File: src/rtl/nios_ii_system_pio_pkg.sv
// Shared register map for the Nios II PIO slave family.
// Also used by the firmware header generator.
package nios_ii_system_pio_pkg;

  localparam int unsigned ADDR_W = 3;

  localparam logic [ADDR_W-1:0] ADDR_DATA      = 3'd0;
  localparam logic [ADDR_W-1:0] ADDR_SET       = 3'd1;
  localparam logic [ADDR_W-1:0] ADDR_CLEAR     = 3'd2;
  localparam logic [ADDR_W-1:0] ADDR_TOGGLE    = 3'd3;
  localparam logic [ADDR_W-1:0] ADDR_PULSE     = 3'd4;
  localparam logic [ADDR_W-1:0] ADDR_PULSE_LEN = 3'd5;
  localparam logic [ADDR_W-1:0] ADDR_STATUS    = 3'd6;

  localparam int unsigned STATUS_ACTIVE_BIT = 0;

endpackage

File: src/rtl/nios_ii_system_pio_pulse_timer.sv
// Shared pulse down-counter: load restarts it at max(len,1).
// expire is high during the last cycle of the pulse; cancel stops it silently.
module nios_ii_system_pio_pulse_timer #(
  parameter int unsigned CNT_W = 16
) (
  input  logic             clk,
  input  logic             reset_n,
  input  logic             load,
  input  logic [CNT_W-1:0] len,
  input  logic             cancel,
  output logic             expire,
  output logic             active
);

  logic [CNT_W-1:0] cnt_q, cnt_d;
  logic             active_q, active_d;

  assign expire = active_q && (cnt_q == CNT_W'(1));
  assign active = active_q;

  // A load wins over both cancel and expiry on the same edge.
  always_comb begin
    cnt_d    = cnt_q;
    active_d = active_q;
    if (load) begin
      cnt_d    = (len == '0) ? CNT_W'(1) : len;
      active_d = 1'b1;
    end else if (cancel || expire) begin
      cnt_d    = '0;
      active_d = 1'b0;
    end else if (active_q) begin
      cnt_d = cnt_q - CNT_W'(1);
    end
  end

  always_ff @(posedge clk or negedge reset_n) begin
    if (!reset_n) begin
      cnt_q    <= '0;
      active_q <= 1'b0;
    end else begin
      cnt_q    <= cnt_d;
      active_q <= active_d;
    end
  end

endmodule

File: src/rtl/nios_ii_system_pio_out_ex.sv
// Avalon-MM output PIO with atomic set/clear/toggle and hardware-timed pulses.
// Zero-wait-state writes, combinational read mux.
module nios_ii_system_pio_out_ex
  import nios_ii_system_pio_pkg::*;
#(
  parameter int unsigned      WIDTH           = 12,
  parameter logic [WIDTH-1:0] RESET_VALUE     = '0,
  parameter int unsigned      CNT_W           = 16,
  parameter int unsigned      PULSE_LEN_RESET = 50000
) (
  input  logic              clk,
  input  logic              reset_n,
  input  logic [ADDR_W-1:0] address,
  input  logic              chipselect,
  input  logic              write_n,
  input  logic [31:0]       writedata,
  output logic [31:0]       readdata,
  output logic [WIDTH-1:0]  out_port
);

  localparam logic [CNT_W-1:0] LEN_RESET = CNT_W'(PULSE_LEN_RESET);

  logic [WIDTH-1:0] data_q, data_d;
  logic [WIDTH-1:0] mask_q, mask_d;
  logic [CNT_W-1:0] len_q, len_d;

  logic             wr_en;
  logic [WIDTH-1:0] wr_bits;
  logic             tmr_load;
  logic             tmr_cancel;
  logic             tmr_expire;
  logic             tmr_active;
  logic             writedata_unused;

  assign wr_en            = chipselect && !write_n;
  assign wr_bits          = writedata[WIDTH-1:0];
  assign writedata_unused = &{1'b0, writedata};

  // Apply the bus write first, then let expiry clear whatever is still pulsed.
  always_comb begin
    data_d     = data_q;
    mask_d     = mask_q;
    len_d      = len_q;
    tmr_load   = 1'b0;
    tmr_cancel = 1'b0;
    if (wr_en) begin
      case (address)
        ADDR_DATA: begin
          data_d     = wr_bits;
          mask_d     = '0;
          tmr_cancel = 1'b1;
        end
        ADDR_SET: begin
          data_d     = data_q | wr_bits;
          mask_d     = mask_q & ~wr_bits;
          tmr_cancel = (mask_d == '0);
        end
        ADDR_CLEAR: begin
          data_d     = data_q & ~wr_bits;
          mask_d     = mask_q & ~wr_bits;
          tmr_cancel = (mask_d == '0);
        end
        ADDR_TOGGLE: begin
          data_d     = data_q ^ wr_bits;
          mask_d     = mask_q & ~wr_bits;
          tmr_cancel = (mask_d == '0);
        end
        ADDR_PULSE: begin
          if (wr_bits != '0) begin
            data_d   = data_q | wr_bits;
            mask_d   = mask_q | wr_bits;
            tmr_load = 1'b1;
          end
        end
        ADDR_PULSE_LEN: begin
          len_d = writedata[CNT_W-1:0];
        end
        default: begin
        end
      endcase
    end
    if (tmr_expire && !tmr_load) begin
      data_d = data_d & ~mask_d;
      mask_d = '0;
    end
  end

  always_ff @(posedge clk or negedge reset_n) begin
    if (!reset_n) begin
      data_q <= RESET_VALUE;
      mask_q <= '0;
      len_q  <= LEN_RESET;
    end else begin
      data_q <= data_d;
      mask_q <= mask_d;
      len_q  <= len_d;
    end
  end

  nios_ii_system_pio_pulse_timer #(
    .CNT_W (CNT_W)
  ) u_pulse_timer (
    .clk     (clk),
    .reset_n (reset_n),
    .load    (tmr_load),
    .len     (len_q),
    .cancel  (tmr_cancel),
    .expire  (tmr_expire),
    .active  (tmr_active)
  );

  always_comb begin
    readdata = '0;
    case (address)
      ADDR_DATA:      readdata = 32'(data_q);
      ADDR_PULSE:     readdata = 32'(mask_q);
      ADDR_PULSE_LEN: readdata = 32'(len_q);
      ADDR_STATUS:    readdata[STATUS_ACTIVE_BIT] = tmr_active;
      default:        readdata = '0;
    endcase
  end

  assign out_port = data_q;

endmodule

File: config.mk
export PLATFORM = sky130hd
export DESIGN_NAME = nios_ii_system_pio_out_ex
export DESIGN_NICKNAME = d
export VERILOG_FILES = /design/src/rtl/nios_ii_system_pio_pkg.sv /design/src/rtl/nios_ii_system_pio_pulse_timer.sv /design/src/rtl/nios_ii_system_pio_out_ex.sv
export SDC_FILE = /design/constraint.sdc
export NUM_CORES = 1
export LEC_CHECK = 0
export ABC_AREA = 1
export BUFFER_PORTS_ARGS = -buffer_cell sky130_fd_sc_hd__buf_2
export CAP_MARGIN = 30
export CORE_AREA = 2 2 131 133
export CTS_CLUSTER_DIAMETER = 60
export DETAILED_ROUTE_END_ITERATION = 10
export DIE_AREA = 0 0 133 135
export SLEW_MARGIN = 15
export SYNTH_ARGS = -nofsm -noshare
export SYNTH_HDL_FRONTEND = slang
export SYNTH_SLANG_ARGS = --single-unit
File: constraint.sdc
create_clock -name clk -period 1.4 [get_ports clk]
set_input_delay 0.28 -clock clk [delete_from_list [all_inputs] [get_ports clk]]
set_output_delay 0.28 -clock clk [all_outputs]
set_load 0.005 [all_outputs]
After elaboration in Yosys (flattened, before gate mapping)
Index checks and enable logic that the tools add are counted.
{ "word_totals": {"reg_bits": 57, "latchBits": 0, "mem_bits_rw": 0, "rom_bits": 0, "n_memories": 0} }
{ "op_classes": {"n_addsub": 1, "multipliers": 0, "div": 0, "n_lt_le_gt_ge": 0, "n_eq_ne": 7, "shift": 0, "n_mux": 21, "bitwise": 8, "n_reduce_logical": 14} }
{ "ops": {"columns": ["cell", "count"], "rows": [
  ["12-bit two-way mux", 6],
  ["16-bit two-way mux", 4],
  ["12-bit one-hot mux with 5 select lines", 1],
  ["15-bit one-hot mux with 3 select lines", 1],
  ["12-bit bitwise AND", 3],
  ["12-bit one-hot mux with 3 select lines", 1],
  ["12-bit NOT", 2],
  ["12-bit bitwise OR", 2],
  ["16-bit by 1-bit == test with 1-bit output (second input constant)", 1],
  ["16-bit zero test", 1],
  ["16-bit by 1-bit subtractor with 16-bit output (second input constant)", 1],
  ["12-bit zero test", 1],
  ["12-bit nonzero test", 1],
  ["12-bit bitwise XOR", 1],
  ["3-bit == test (second input constant)", 3],
  ["3-bit by 2-bit == test with 1-bit output (second input constant)", 2],
  ["1-bit two-way mux", 6],
  ["1-bit one-hot mux with 4 select lines", 1],
  ["3-bit by 1-bit == test with 1-bit output (second input constant)", 1],
  ["1-bit logical AND", 3],
  ["3-bit zero test", 1],
  ["3-bit nonzero test", 1],
  ["3-bit OR reduction", 1],
  ["1-bit zero test", 2],
  ["other kinds (4)", 4]
]} }

Longest topological paths before layout
{ "depth": {"word_depth": 8, "depth_mapped": 14, "ltp_nobuf": 13} }

By module
A second synthesis with hierarchy kept.
{ "unflattened": {"cells_unflattened": 710, "hier_area_um2": 4580.6} }
{ "modules_own_cells": {"columns": ["module", "instances", "cells_per_inst", "area_per_inst_um2"], "rows": [
  ["nios_ii_system_pio_out_ex", 1, 488, 3211.8],
  ["nios_ii_system_pio_pulse_timer", 1, 222, 1368.8]
]} }

Least setup slack after synthesis
No wires, ideal clock.
{ "synth_timing": {"kind": "reg-to-reg", "from": "register u_pulse_timer.cnt_q[0]", "to": "register u_pulse_timer.cnt_q[14]", "t_arrival_ns": 1.484, "required_ns": 1.334, "setup_slack_ns": -0.150, "path_stages_with_launch": 11, "path_buffers": 0, "period_less_slack_ns": 1.550, "cell_sequence": "dfrtp_1 > inv_1 > ha_1 > nand2_1 > nor2_1 > nand2_1 > xnor2_1 > nand3_2 > nand2_1 > nand2_1 > nand2_1"} }
{ "synth_via": {"elab_chain_cells": 5} }
{ "synth_rtl": {"columns": ["item", "line_no", "rtl"], "rows": [
  ["start: declaration", "nios_ii_system_pio_pulse_timer.sv:15", "logic [CNT_W-1:0] cnt_q, cnt_d;"],
  ["start signal: assignment", "nios_ii_system_pio_pulse_timer.sv:41", "cnt_q <= cnt_d;"],
  ["parallel branches: the longest is 5 deep, another holds 16-bit by 1-bit subtractor with 16-bit output", null, null]
]} }
Parallel ways; which one is timed is not known. The select of a mux whose other input is x is not followed.
A chain may end at the register's enable or synchronous reset.

Final worst setup path
Ends and elaborated chain as after synthesis.

==> impl_metrics.py <==
metrics = {
    "die": {
        "dieArea_um2": 18000,
        "die_h_um": 135,
        "die_x_um": 133,
        "fp-row-count": 47,
        "core_um2": 16400,
        "initial_core_util_pct": 27.6,
        "pin_count": 83,
    },
    "final_layout": {
        "final_util_pct": 44.7,
        "final_cell_count_no_fill": 1094,
        "postLayoutCellArea_um2": 7330,
        "mostFrequentLayoutCells": "161 x nand2_1, 125 x buf_4, 70 x inv_1",
        "synthToLayoutAreaGrowth_pct": 62.0,
        "finalNetCount": 934,
        "layout_commonest_cell": "nand2_1",
        "fillers": 1598,
        "drive_gt1_share_pct": 40.5,
        "layout.area.seq_um2": 1440,
        "multi_input_area_um2": 2920,
        "n_antenna_cell": 0,
    },
    "clocking": {
        "cts_max_path_buffers": 2,
        "cts_tree": "built",
        "clock_latency_ns": 0.35,
        "cts_buffers": 9,
        "htreeDepth": 3,
        "clkTransAtPathRegs_ns": 0.06,
        "cts_sinks": 57,
        "cts_root_buf": "clkbuf_16",
    },
    "placed_design": {
        "postPlaceCellArea_um2": 6040,
        "io_buffers": 50,
        "hpwl_um": 10900,
        "placed_cells": 1035,
        "gp_congestion": 0.879,
    },
    "power_and_ir_drop": {
        "intPower_mw": 6.05,
        "leakagePower_nw": 3.68,
        "total_power_mw": 9.40,
        "pwr-share-seq_pct": 27.4,
        "ir_drop_mv": 0.631,
        "power_frac_clock_pct": 29.1,
        "combPwrFrac_pct": 43.6,
        "switching_power_mw": 3.34,
        "p_sw_share_pct": 35.6,
        "power_per_cell_area_nw_per_um2": 1280,
    },
    "logic_synthesis": {
        "synth_seq_cells": 57,
        "ys_types": 40,
        "ys_seq_area_share_pct": 31.7,
        "syn-cell-area_um2": 4530,
        "synth_warnings": 0,
        "syn_avg_cell_area_um2": 6.81,
        "syn_inst": 665,
    },
    "sta": {
        "hold_viol_final": 0,
        "skew_ns": 0.00699,
        "fin_ws_ns": -0.213,
        "setup_tns_ns": -6.86,
        "fin_crit_ns": 1.61,
        "rsz0062_at_grt": "yes",
        "setup_viol": 57,
        "maxSlewViolCount": 0,
        "fin_crit_sh_pct": 115,
        "clock.fmax_mhz": 620,
    },
    "setup_path": {
        "cp-startpoint": "u_pulse_timer.cnt_q[0]",
        "crit_path_end_kind": "flop",
        "cp_data_required_time_ns": 1.64,
        "startpoint_type": "flop",
        "cp_max_fo": 6,
        "r2r-start": "u_pulse_timer.cnt_q[0]",
        "setup.worst_path.class": "reg2reg",
        "worstPathArrival_ns": 1.85,
    },
    "route": {
        "viasPerCell": 4.68,
        "drt_first_pass_iters": 5,
        "ant_nets": 0,
        "avgRoutedWirePerCell_um": 14.8,
        "drt_first_iter_violations": 309,
        "vias": 5122,
        "wirelength_um": 16200,
        "route.detailed.drc": 0,
    },
    "global_routing": {
        "grt_overflow": 0,
        "grt_usage_pct": 18.1,
        "antenna_found_initial": 0,
        "grt_max_degree": 58,
        "grt_pass1_wl_um": 25400,
        "grt_pass1_vias": 4955,
    },
    "status": {
        "status": "finished, violations left",
        "violations": "setup timing",
    },
    "hold_path": {
        "min_from": "writedata[14]",
        "hold_path_class": "in2reg",
    },
    "run": {
        "drv_cap": 0,
    },
}
## synthesized netlist by cell type
cell type	number	share of area [%]
xnor2_1	3	0.58
o22a_1	1	0.19
nor2_2	1	0.14
nor3_4	2	0.72
ha_1	26	7.2
a21oi_1	28	3.1
o21bai_1	2	0.33
o211ai_2	1	0.28
a22oi_1	2	0.33
nand3_2	1	0.22
buf_4	23	3.8
o21ai_2	3	0.58
o221ai_1	10	1.9
nor2_4	2	0.50
inv_1	83	6.9
o21ai_1	22	2.4
nand2_4	1	0.25
nand2_2	3	0.41
a21oi_2	2	0.39
o2111ai_1	2	0.39
nand2_1	180	15
clkbuf_1	2	0.17
a31oi_1	1	0.14
inv_2	9	0.75
dfstp_2	6	3.5
nand4_1	25	3.5
o21ai_0	29	3.2
buf_2	11	1.2
o22ai_1	1	0.14
conb_1	1	0.083
nand3_4	1	0.39
nor2_1	68	5.6
nor3_1	2	0.22
nor4_1	2	0.28
buf_1	1	0.083
dfrtp_1	51	28
o21a_1	1	0.17
o211ai_1	1	0.17
nand3_1	51	5.6
buf_6	4	1.0
## logic make-up after synthesis
family | after synthesis | share of synthesized area, %
compound gates | 106 | 13.8
xor+xnor | 3 | 0.581
fa+ha+maj | 26 | 7.19
buf+inv | 133 | 13.9
flops | 57 | 31.7
other cells | 1 | 0.0829
simple gates | 339 | 32.8
## registers in the layout, indices dropped and copies added, names as in the netlist
signal	cells
u_pulse_timer.cnt_q	16
len_q	16
mask_q	12
u_pulse_timer.active	1
out_port	12
## worst max-delay path, stage by stage, from the launching register on
cell and delay [ns]:
dfrtp_2 0.45, buf_6 0.14, inv_4 0.06, ha_4 0.14, nand2_4 0.06, nor2_4 0.18
nand2_1 0.13, xnor2_2 0.15, nand3_2 0.07, nand2_1 0.04, nand2_1 0.05, nand2_1 0.05
## stage by stage
step,hold WS [ns],setup slack (ns)
floorplan,-0.0156,-0.0167
global placement,0.339,-0.346
detailed placement,0.325,-0.368
CTS,0.135,-0.201
global route,0.147,-0.290
finish,0.138,-0.213
## layout make-up
class                   instances  area share (%)
clock inverters                 4            1.33
flip-flops and latches         57            19.6
repair buffers                218            26.5
clock buffers                  12            3.63
repair inverters                1           0.154
inverters                      92            5.19
well taps                     220            3.75
multi-input cells             490            39.9
## power groups by stage
stage               Clock, mW  Combinational [mW]  Sequential (mW)
floorplan                   0                1.74             2.54
global placement            0                3.27             2.56
detailed placement          0                3.30             2.56
CTS                      2.77                3.81             2.55
global route             2.85                4.55             2.63
finish                   2.73                4.09             2.57
## per-layer routing
metal  up-vias  part of all wire, %  routed length, um  GRT usage (%)
li1       2558                    -                  -              -
met1      2369                   44               7060           23.5
met2       156                   48               7770           30.3
met3        39                  5.1                828           2.59
met4         0                  3.4                546           7.59
met5         -                    0                  0              0
## worst paths after layout
| check | end | slack (ns) | depth (start not counted) |
|---|---|---|---|
| worst max-delay path | u_pulse_timer.cnt_q[14] | -0.21 | 11 |
| worst min-delay path | len_q[14] | 0.14 | 3 |
| worst max register to register | u_pulse_timer.cnt_q[14] | -0.21 | 11 |
| worst min register to register | len_q[14] | 0.53 | 2 |
| max in group asynchronous | len_q[8] | 0.59 | 3 |
| min in group asynchronous | u_pulse_timer.cnt_q[11] | 0.46 | 3 |
## repair_timing
item,in CTS,in global routing
cloned,3,4
hold buffers,1,0
pin swaps,28,28
gates resized for setup,82,58
buffers inserted,28,8
hold endpoints to repair,51,0
setup endpoints to repair,57,58
(Power assumes the default switching activity.)
